## src/rtl/frame_strobe_pkg.sv

```systemverilog
// Shared FSM state type and sizing helpers for the configuration frame writer.
package frame_strobe_pkg;

   typedef enum logic [1:0] {
      IDLE   = 2'd0,
      SETUP  = 2'd1,
      STROBE = 2'd2,
      HOLD   = 2'd3
   } state_t;

   localparam int FrameCountWidth = 16;
   localparam int SetupCyclesDef  = 1;
   localparam int StrobeCyclesDef = 2;

   // The counter holds values 0..max-1, so clog2(max) bits suffice; never narrower than 1 bit.
   function automatic int cnt_width(input int setup_cycles, input int strobe_cycles);
      int m;
      m = (setup_cycles > strobe_cycles) ? setup_cycles : strobe_cycles;
      return (m > 2) ? $clog2(m) : 1;
   endfunction

   localparam int CntWidth = cnt_width(SetupCyclesDef, StrobeCyclesDef);

endpackage

```

## src/rtl/strobe_onehot_dec.sv

```systemverilog
// Combinational (column, frame) to one-hot strobe vector; all zeros while en is low.
module strobe_onehot_dec #(
   parameter int NumColumns      = 60,
   parameter int MaxFramesPerCol = 20,
   parameter int ColSelWidth     = 6,
   parameter int FrameSelWidth   = 5
) (
   input  logic                                  en,
   input  logic [ColSelWidth-1:0]                col,
   input  logic [FrameSelWidth-1:0]              frame,
   output logic [NumColumns*MaxFramesPerCol-1:0] strobe
);

   int sel;

   always_comb begin
      sel    = int'(col) * MaxFramesPerCol + int'(frame);
      strobe = '0;
      for (int i = 0; i < NumColumns*MaxFramesPerCol; i++) begin
         strobe[i] = en && (i == sel);
      end
   end

endmodule

```

## src/rtl/frame_strobe_gen.sv

```systemverilog
// Frame writer: latches one command, then drives FrameData with a setup/strobe/hold
// sequence on a single FrameStrobe line of the addressed column.
module frame_strobe_gen
   import frame_strobe_pkg::*;
#(
   parameter int MaxFramesPerCol = 20,
   parameter int FrameBitsPerRow = 32,
   parameter int NumColumns      = 60,
   parameter int ColSelWidth     = 6,
   parameter int FrameSelWidth   = 5,
   parameter int SetupCycles     = SetupCyclesDef,
   parameter int StrobeCycles    = StrobeCyclesDef
) (
   input  logic                                  UserCLK,
   input  logic                                  resetn,
   input  logic                                  cmd_valid,
   output logic                                  cmd_ready,
   input  logic [ColSelWidth-1:0]                cmd_col,
   input  logic [FrameSelWidth-1:0]              cmd_frame,
   input  logic [FrameBitsPerRow-1:0]            cmd_data,
   input  logic                                  err_clr,
   output logic [FrameBitsPerRow-1:0]            FrameData,
   output logic [NumColumns*MaxFramesPerCol-1:0] FrameStrobe,
   output logic                                  busy,
   output logic                                  err,
   output logic [FrameCountWidth-1:0]            frame_count
);

   localparam int NumStrobes = NumColumns * MaxFramesPerCol;
   localparam int CntNeed    = cnt_width(SetupCycles, StrobeCycles);
   localparam int CntW       = (CntNeed > CntWidth) ? CntNeed : CntWidth;

   localparam logic [CntW-1:0]            SetupLoad  = CntW'(SetupCycles - 1);
   localparam logic [CntW-1:0]            StrobeLoad = CntW'(StrobeCycles - 1);
   localparam logic [CntW-1:0]            CntOne     = CntW'(1);
   localparam logic [FrameCountWidth-1:0] CountOne   = FrameCountWidth'(1);

   state_t                    state, state_d;
   logic [CntW-1:0]           cnt, cnt_d;
   logic [ColSelWidth-1:0]    col_p0;
   logic [FrameSelWidth-1:0]  frame_p0;
   logic [NumStrobes-1:0]     strobe_nxt;
   logic                      accept, legal;

   assign legal     = (int'(cmd_col) < NumColumns) && (int'(cmd_frame) < MaxFramesPerCol);
   assign cmd_ready = (state == IDLE);
   assign busy      = (state != IDLE);
   assign accept    = cmd_valid && cmd_ready;

   always_comb begin
      state_d = state;
      cnt_d   = cnt;
      case (state)
         IDLE: begin
            if (accept && legal) begin
               state_d = SETUP;
               cnt_d   = SetupLoad;
            end
         end
         SETUP: begin
            if (cnt == '0) begin
               state_d = STROBE;
               cnt_d   = StrobeLoad;
            end else begin
               cnt_d = cnt - CntOne;
            end
         end
         STROBE: begin
            if (cnt == '0) state_d = HOLD;
            else           cnt_d   = cnt - CntOne;
         end
         HOLD:    state_d = IDLE;
         default: state_d = IDLE;
      endcase
   end

   // Decoding the next state keeps FrameStrobe itself a clean register output.
   strobe_onehot_dec #(
      .NumColumns      (NumColumns),
      .MaxFramesPerCol (MaxFramesPerCol),
      .ColSelWidth     (ColSelWidth),
      .FrameSelWidth   (FrameSelWidth)
   ) u_dec (
      .en     (state_d == STROBE),
      .col    (col_p0),
      .frame  (frame_p0),
      .strobe (strobe_nxt)
   );

   always_ff @(posedge UserCLK or negedge resetn) begin
      if (!resetn) begin
         state       <= IDLE;
         cnt         <= '0;
         col_p0      <= '0;
         frame_p0    <= '0;
         FrameData   <= '0;
         FrameStrobe <= '0;
         err         <= 1'b0;
         frame_count <= '0;
      end else begin
         state       <= state_d;
         cnt         <= cnt_d;
         FrameStrobe <= strobe_nxt;
         if (accept && legal) begin
            FrameData <= cmd_data;
            col_p0    <= cmd_col;
            frame_p0  <= cmd_frame;
         end
         // An illegal accept outranks a simultaneous clear.
         if (accept && !legal) err <= 1'b1;
         else if (err_clr)     err <= 1'b0;
         if (state == HOLD) frame_count <= frame_count + CountOne;
      end
   end

endmodule

```

## config.mk

```make
export PLATFORM = sky130hd
export DESIGN_NAME = frame_strobe_gen
export DESIGN_NICKNAME = d
export VERILOG_FILES = /design/src/rtl/frame_strobe_pkg.sv /design/src/rtl/strobe_onehot_dec.sv /design/src/rtl/frame_strobe_gen.sv
export SDC_FILE = /design/constraint.sdc
export NUM_CORES = 1
export LEC_CHECK = 0
export CAP_MARGIN = 20
export CORE_AREA = 4 4 504 506
export CTS_CLUSTER_DIAMETER = 60
export DETAILED_ROUTE_END_ITERATION = 6
export DIE_AREA = 0 0 508 510
export SETUP_SLACK_MARGIN = 0.02
export SLEW_MARGIN = 20
export SYNTH_ARGS = -nofsm -noshare
export SYNTH_HDL_FRONTEND = slang
export SYNTH_SLANG_ARGS = --single-unit
```

## constraint.sdc

```tcl
create_clock -name UserCLK -period 4.9 [get_ports UserCLK]
set_input_delay 0.98 -clock UserCLK [delete_from_list [all_inputs] [get_ports UserCLK]]
set_output_delay 0.98 -clock UserCLK [all_outputs]
set_load 0.02 [all_outputs]
```

==> results of run 1 <==
==> critical path, delay by kind of cell, from the launching register on <==
kind	cells	cell delay, ns
buffers and inverters	3	0.79
adder cells (fa/ha/maj)	3	1.25
XOR/XNOR	1	0.39
flip-flops	1	0.43
AND/OR/NAND/NOR	3	1.41
==> metal layers <==
metal | share of wire | global-route usage | up-vias | wire (microns)
li1 | - | - | 12720 | -
met1 | 0.37 | 0.1667 | 15500 | 73920
met2 | 0.49 | 0.2566 | 1520 | 100100
met3 | 0.099 | 0.05645 | 333 | 19940
met4 | 0.041 | 0.06267 | 2 | 8275
met5 | 0.000059 | 0 | - | 12
==> synth_stat cells, types with 2 or more instances <==
master	n	area [sq um]
sky130_fd_sc_hd__mux2_2	44	495.5
sky130_fd_sc_hd__buf_4	4	30.03
sky130_fd_sc_hd__ha_1	12	150.1
sky130_fd_sc_hd__a21oi_1	8	40.04
sky130_fd_sc_hd__a211oi_1	4	30.03
sky130_fd_sc_hd__xor2_1	8	70.07
sky130_fd_sc_hd__inv_1	4	15.01
sky130_fd_sc_hd__nand3b_1	8	60.06
sky130_fd_sc_hd__nor2_1	892	3348
sky130_fd_sc_hd__a21o_1	2	15.01
sky130_fd_sc_hd__o21bai_1	6	45.04
sky130_fd_sc_hd__o21ba_2	2	20.02
sky130_fd_sc_hd__buf_1	6	22.52
sky130_fd_sc_hd__o21ai_0	7	35.03
sky130_fd_sc_hd__dfrtp_1	1263	31610
sky130_fd_sc_hd__nor4_1	39	244.0
sky130_fd_sc_hd__buf_2	37	185.2
sky130_fd_sc_hd__a32oi_1	3	26.28
sky130_fd_sc_hd__nor3_1	308	1541
sky130_fd_sc_hd__and3_1	8	50.05
sky130_fd_sc_hd__and2_1	4	25.02
sky130_fd_sc_hd__or2_2	2	12.51
sky130_fd_sc_hd__clkbuf_2	2	10.01
sky130_fd_sc_hd__nand3_1	69	345.3
sky130_fd_sc_hd__nand4_1	5	31.28
sky130_fd_sc_hd__a211o_1	2	17.52
sky130_fd_sc_hd__nor2b_1	6	37.54
sky130_fd_sc_hd__or4_1	3	22.52
sky130_fd_sc_hd__xnor2_1	14	122.6
sky130_fd_sc_hd__fa_1	2	40.04
sky130_fd_sc_hd__nand2_1	117	439.2
sky130_fd_sc_hd__or3_1	12	75.07
sky130_fd_sc_hd__o21a_1	2	15.01
sky130_fd_sc_hd__or3b_2	3	26.28
sky130_fd_sc_hd__nand2b_1	4	25.02
sky130_fd_sc_hd__clkbuf_1	199	747.0
==> power groups by stage <==
stage	Clock [uW]	Sequential, uW	Combinational [uW]
2_1_floorplan	0	11300	5920
3_3_place_gp	0	11100	13300
3_5_place_dp	0	11200	13400
4_1_cts	11400	11000	13500
5_1_grt	11800	11000	13900
6_report	11100	11000	13100
==> worst min-delay path by stage <==
stage                    start                end  cells past startpoint
3_5_place_dp   frame_count[15]    frame_count[15]                      1
5_1_grt                 resetn  FrameStrobe[1065]                      1
2_1_floorplan      frame_p0[2]        frame_p0[2]                      1
3_3_place_gp   frame_count[15]    frame_count[15]                      1
6_report                resetn       FrameData[8]                      1
4_1_cts                 resetn  FrameStrobe[1065]                      1
==> registers in the layout, indices dropped and copies added (netlist names) <==
| register | count |
|---|---|
| FrameStrobe | 1200 |
| FrameData | 32 |
| frame_count | 16 |
| col_p0 | 6 |
| frame_p0 | 5 |
| state | 2 |
| cnt | 1 |
| err | 1 |
==> kinds of logic (layout without fill, tap and decap cells) <==
kind of cell,after synthesis,after routing,share of synthesized area
and+or+nand+nor,1486,1486,0.1582
muxes,44,44,0.01234
buffers and inverters,253,1726,0.02523
xor gates and xnor gates,23,23,0.005359
AOI/OAI and AO/OA,42,42,0.007228
adders and majority gates,14,14,0.004735
other,0,20,0
DFF,1263,1263,0.7869
==> final cells by class <==
cell class,instances,area share
Sequential cell,1263,0.5007
Timing Repair Buffer,1461,0.2291
Multi-Input combinational cell,1609,0.1248
Tap cell,3348,0.06636
Clock buffer,199,0.06404
Clock inverter,61,0.01397
Antenna cell,20,0.0007928
Inverter,5,0.0002973
==> per-stage QoR <==
step	instance area (sq um)	power [uW]	setup slack, ns
6_report	63130	35140	0.4882
5_1_grt	63080	36760	0.2739
4_1_cts	63080	35810	0.4528
3_5_place_dp	58150	24580	0.4766
3_3_place_gp	58140	24420	0.5547
2_1_floorplan	40160	17230	1.483
==> summary.txt, run 1 <==
===========================================================================================
Clock buffer count from CTS ..................................................          145
Clock transition at the registers of the reported paths ......................      0.06 ns
Final cycle utilization of the critical path .................................       0.9004
Comb pwr share ...............................................................        0.372
Floorplan die height .........................................................  510 microns
Setup slack of the worst register-to-register path ...........................      0.49 ns
Finished Core Util ...........................................................       0.2525
EDFF count, synth ............................................................            0
Half-perimeter wire length after placement ...................................     145.8 mm
Worst hold margin ............................................................    0.1901 ns
Worst setup path endpoint .................................................... FrameStrobe[858]
Count of state elements after synthesis ......................................         1263
Capture point of the worst reg-to-reg path ................................... FrameStrobe[858]
Maximum level of the CTS H-tree ..............................................            4
Final number of hold-violating endpoints .....................................            0
Number of core rows ..........................................................          184
Overall die width ............................................................  508 microns
CTS Buffer Depth .............................................................            3
Clock Latency Late Sink ......................................................      0.80 ns
Drt pass-1 iters .............................................................            5
Fraction of final layout cells sized beyond drive strength 1 .................       0.1092
Final-report max-slew violation count ........................................            0
Boundary Pins ................................................................         1298
Warnings from Yosys ..........................................................            0
Worst slew margin relative to its limit ......................................       0.2278
Total negative slack for setup checks ........................................         0 ns
Final weighted congestion in routability-driven placement ....................       0.8678
WP data required .............................................................      5.58 ns
Commonest non-fill, non-tap cell in the layout ............................... sky130_fd_sc_hd__clkdlybuf4s50_1
Post-layout minimum cycle time ...............................................     4.412 ns
Count of final setup violators ...............................................            0
Core Footprint ............................................................... 0.2500 sq mm
Number of hold-repair buffers added at the cts stage .........................            0
Post-Synthesis Cells .........................................................         3125
Switching share of power .....................................................       0.4368
Static Leakage ...............................................................   0.02652 uW
Maximum single-stage delay on the critical path ..............................      0.70 ns
Post-route insts no fill .....................................................         7966
Number of cells upsized or downsized after cts ...............................            0
Pin count of the biggest net entering global routing .........................          142
Area of the multi-input gates ................................................ 0.007879 sq mm
Layout-stage area growth over the synthesis result ...........................       57.18%
Setup crit start kind ........................................................         flop
Switching power total ........................................................     15350 uW
Launch instance of the worst register-to-register path .......................    col_p0[1]
Number of global-route vias before repair ....................................        31690
Max-cap viol count ...........................................................            0
Critical path, cell by cell .................................................. ha_1 -> ha_1 -> fa_1 -> inv_2 -> nor4_4 -> xnor3_1 -> buf_4 -> or4_2 -> buf_4 -> nor2_1
Worst clock skew on the final layout .........................................   0.03854 ns
Buffer type at the clock tree root ........................................... sky130_fd_sc_hd__clkbuf_16
DRC violation count after routing ............................................            0
Pin slew with the least headroom to its limit ................................     1.158 ns
All-Layer GR Usage ...........................................................       0.1498
Peak clock frequency supported by timing .....................................   0.2267 GHz
Worst-path fanout max ........................................................           32
Hold Path Class .............................................................. primary input to asynchronous set/reset pin
Power per Cell Area .......................................................... 556.6 mW/mm^2
Overall overflow remaining after global route ................................            0
Class of the most critical setup path ........................................ flop to flop
Fin nets .....................................................................         4546
Number of design-rule violations left by the first detailed-router iteration .         2384
Layout filler cell count .....................................................        26110
Clock Power Share ............................................................        0.316
Synthesized Nets .............................................................         3186
Effective utilization at floorplan ...........................................       0.1606
Most used DFF post-synth ..................................................... sky130_fd_sc_hd__dfrtp_1
Highest-count cells in the layout ignoring fill and taps ..................... sky130_fd_sc_hd__clkdlybuf4s50_1 (1296), sky130_fd_sc_hd__dfrtp_1 (1263), sky130_fd_sc_hd__nor2_1 (878)
Wire length after detailed routing ...........................................     202.2 mm
CTS sink count ...............................................................         1263
Die Footprint ................................................................ 0.2591 sq mm
Critical Path AT .............................................................      5.09 ns
Internal power ...............................................................     19790 uW
Placed insts .................................................................         7686
Per-cell via count in the routed design ......................................        3.776
Crit path capture type .......................................................         flop
Number of distinct standard cells referenced by the synthesized netlist ......           50
RSZ-0062 raised after global routing .........................................           no
Sequential area share after synthesis ........................................       0.7869
DR vias ......................................................................        30080
Slowest cell on the critical path ............................................ sky130_fd_sc_hd__fa_1
Sequential cell area ......................................................... 0.03161 sq mm
Area of the mapped netlist ................................................... 0.04016 sq mm
Port Buffer Count ............................................................         1297
Post-Synthesis Mean Instance Area ............................................  12.85 sq um
Startpoint of the worst setup timing path ....................................    col_p0[1]
Result of the run ............................................................ finished clean
Share of synthesized registers carrying an async set or reset ................        1.000
Sequential fraction of design power ..........................................        0.312
Max VDD drop .................................................................     546.7 uV
Number of cells traversed by the worst register-to-register path .............           10
Routed wire per std cell ..................................................... 25.38 microns
Wire length of the first global-routing pass .................................     269.4 mm
TritonCTS clock tree .........................................................          yes
Initial antenna violation count ..............................................           26
Setup bufs post-CTS ..........................................................            0
Antenna viol nets, final .....................................................            0
===========================================================================================
Power figures use the tool's default switching activity.
==> inputs of run 2 (changes only) <==
GPL_TIMING_DRIVEN = 0   (was unset)
==> summary.txt, run 2 (synthesis gave the netlist of run 1 again) <==
===========================================================================================
Result of the run ............................................................ finished clean
Overall overflow remaining after global route ................................            0   unchanged
Placed cell area ............................................................. 0.05834 sq mm   +0.33%
Number of core rows ..........................................................          184   unchanged
RSZ-0062 raised after global routing .........................................           no
Top reg by flops .............................................................  FrameStrobe
Number of design-rule violations left by the first detailed-router iteration .         2470   +3.6%
Max-cap viol count ...........................................................            0   unchanged
Effective utilization at floorplan ...........................................       0.1606   unchanged
Antenna viol nets, final .....................................................            0   unchanged
Capture point of the worst reg-to-reg path ................................... FrameStrobe[412]
Final weighted congestion in routability-driven placement ....................       0.9328   +7.5%
Pin slew with the least headroom to its limit ................................     1.211 ns   +0.05263 ns
Placed insts .................................................................         7809   +1.6%
Worst-path fanout max ........................................................           10   -69%
Internal power ...............................................................     19960 uW   +0.85%
Regs by FF count ............................................................. FrameStrobe: 1200 flops, FrameData: 32 flops, frame_count: 16 flops
Critical Path AT .............................................................      5.32 ns   +0.23 ns
WP data required .............................................................      5.51 ns   -0.07 ns
Clock Power Share ............................................................        0.309   -0.007
Clock Latency Late Sink ......................................................      0.80 ns   about the same
DR vias ......................................................................        30990   +3.0%
Layout-stage area growth over the synthesis result ...........................       58.77%
Sequential cell area ......................................................... 0.03161 sq mm   unchanged
All-Layer GR Usage ...........................................................       0.1621   +0.01231
Routed wire per std cell ..................................................... 27.05 microns   +6.6%
Cell type group with the largest total delay on the critical path ............ buffers and inverters
Pin count of the biggest net entering global routing .........................          155   +9.2%
Launch instance of the worst register-to-register path .......................    col_p0[1]
Post-layout minimum cycle time ...............................................     4.713 ns   +0.3008 ns
Boundary Pins ................................................................         1298   unchanged
Layout filler cell count .....................................................        26160   +0.20%
Fin nets .....................................................................         4678   +2.9%
Maximum single-stage delay on the critical path ..............................      0.79 ns   +0.09 ns
Core Footprint ............................................................... 0.2500 sq mm   unchanged
Drt pass-1 iters .............................................................            6   +1
Number of global-route vias before repair ....................................        32640   +3.0%
Wire length of the first global-routing pass .................................     285.8 mm   +6.1%
TritonCTS clock tree .........................................................          yes
Power per Cell Area .......................................................... 578.2 mW/mm^2   +3.9%
Worst slew margin relative to its limit ......................................       0.1927   -0.03508
Tot Pwr ......................................................................     36870 uW   +4.9%
Clock buffer count from CTS ..................................................          148   +2.1%
Count of final setup violators ...............................................            0   unchanged
Area of the multi-input gates ................................................ 0.007834 sq mm   -0.57%
Number of cells traversed by the worst register-to-register path .............           13   +3
Design area .................................................................. 0.06377 sq mm   +1.0%
Post-route insts no fill .....................................................         8103   +1.7%
Commonest non-fill, non-tap cell in the layout ............................... sky130_fd_sc_hd__clkdlybuf4s50_1
Die Footprint ................................................................ 0.2591 sq mm   unchanged
Maximum level of the CTS H-tree ..............................................            4   unchanged
Port Buffer Count ............................................................         1297   unchanged
Slowest cell on the critical path ............................................ sky130_fd_sc_hd__clkbuf_1
Floorplan die height .........................................................  510 microns   unchanged
Buffer type at the clock tree root ........................................... sky130_fd_sc_hd__clkbuf_16
Initial antenna violation count ..............................................           31   +19%
Final-report max-slew violation count ........................................            0   unchanged
Class of the most critical setup path ........................................ flop to flop
Final cycle utilization of the critical path .................................       0.9618   +0.06139
Setup crit start kind ........................................................         flop
Hold Path Class .............................................................. primary input to asynchronous set/reset pin
Worst clock skew on the final layout .........................................   0.03734 ns   -0.001201 ns
Switching power total ........................................................     16910 uW   +10%
Finished Core Util ...........................................................       0.2550   +0.002557
Max VDD drop .................................................................     617.2 uV   +13%
CTS sink count ...............................................................         1263   unchanged
Sequential fraction of design power ..........................................        0.297   -0.015
Half-perimeter wire length after placement ...................................     171.7 mm   +18%
Per-cell via count in the routed design ......................................        3.824   +1.3%
Number of stages on the worst setup path .....................................           13   +3
Critical path, cell by cell .................................................. ha_1 -> ha_1 -> fa_1 -> clkbuf_2 -> inv_2 -> nand3_1 -> o21ai_0 -> a32oi_1 -> clkbuf_2 -> or4_1 -> clkbuf_1 -> clkbuf_1 -> nor2_1
Setup slack of the worst register-to-register path ...........................      0.19 ns   -0.30 ns
Highest-count cells in the layout ignoring fill and taps ..................... sky130_fd_sc_hd__clkdlybuf4s50_1 (1296), sky130_fd_sc_hd__dfrtp_1 (1263), sky130_fd_sc_hd__nor2_1 (876)
Clock transition at the registers of the reported paths ......................      0.06 ns   about the same
Peak clock frequency supported by timing .....................................   0.2122 GHz   -6.4%
Wire length after detailed routing ...........................................     219.2 mm   +8.4%
Final number of hold-violating endpoints .....................................            0   unchanged
Total negative slack for setup checks ........................................         0 ns   unchanged
Max reg flops ................................................................         1200   unchanged
Fraction of final layout cells sized beyond drive strength 1 .................       0.1016   -0.007594
Crit path capture type .......................................................         flop
DRC violation count after routing ............................................            0   unchanged
CTS Buffer Depth .............................................................            3   unchanged
Overall die width ............................................................  508 microns   unchanged
Buf+Inv Stages, Crit Path ....................................................            5   +2
Comb pwr share ...............................................................        0.394   +0.022
Static Leakage ...............................................................   0.02671 uW   +0.70%
Switching share of power .....................................................       0.4587   +0.02187
===========================================================================================
run 2: cell count changes in the layout (fill, tap and decap cells not counted), sizes merged:
cell and delta:
inv -1, clkbuf +205, buf -70, clkinv +3
run 2: how the worst max path moves through the flow:
stage | start | to | slack (ns)
floorplan | col_p0[1] | FrameStrobe[276] | 1.48
global placement | resetn | FrameStrobe[10] | -53.06
detailed placement | col_p0[1] | FrameStrobe[503] | -0.73
CTS | col_p0[1] | FrameStrobe[503] | 0.02
global route | col_p0[1] | FrameStrobe[593] | 0.02
finish | col_p0[1] | FrameStrobe[412] | 0.19
run 2: repair_timing:
item                       CTS  global route
hold buffers                 0             0
resized for setup           48            17
buffers inserted             5             3
pin swaps                    0             1
setup endpoints to repair  568           171
run 2: final cells by class:
type                            instances  area share
Antenna cell                           20   0.0007849
Buffer                                244     0.01642
Clock buffer                          205     0.06585
Clock inverter                         63     0.01438
Inverter                                5   0.0002943
Multi-Input combinational cell       1609      0.1228
Sequential cell                      1263      0.4956
Tap cell                             3348     0.06569
Timing Repair Buffer                 1346      0.2181
run 2: power by group through the flow:
| stage | sequential (uW) | clock [uW] | combinational, uW |
|---|---|---|---|
| final | 10900 | 11400 | 14500 |
| after global placement | 11200 | 0 | 14100 |
| after detailed placement | 11100 | 0 | 14600 |
| after floorplan | 11300 | 0 | 5920 |
| after global routing | 11000 | 12100 | 15300 |
| after CTS | 10900 | 11700 | 14900 |
run 2: stage by stage:
step                hold WS (ns)  setup slack (ns)
finish                   0.08188            0.1874
global route             0.08455           0.01979
CTS                      0.06217           0.02155
detailed placement        0.4766           -0.7279
global placement          0.4655            -53.06
floorplan                 0.4836             1.483
run 2: per-layer routing:
layer / routed length [microns] / track usage / vias up
li1: - / - / 13020
met1: 80010 / 0.1776 / 15770
met2: 105500 / 0.2731 / 1743
met3: 21480 / 0.06322 / 453
met4: 12170 / 0.08130 / 4
met5: 31 / 0.0005482 / -
run 2: worst register-to-register path, stage by stage (launching register included):
cell and delay [ns]:
sky130_fd_sc_hd__dfrtp_1 0.45, sky130_fd_sc_hd__ha_1 0.33, sky130_fd_sc_hd__ha_1 0.23, sky130_fd_sc_hd__fa_1 0.48, sky130_fd_sc_hd__clkbuf_2 0.19, sky130_fd_sc_hd__inv_2 0.13
sky130_fd_sc_hd__nand3_1 0.09, sky130_fd_sc_hd__o21ai_0 0.09, sky130_fd_sc_hd__a32oi_1 0.20, sky130_fd_sc_hd__clkbuf_2 0.54, sky130_fd_sc_hd__or4_1 0.21, sky130_fd_sc_hd__clkbuf_1 0.63
sky130_fd_sc_hd__clkbuf_1 0.81, sky130_fd_sc_hd__nor2_1 0.19
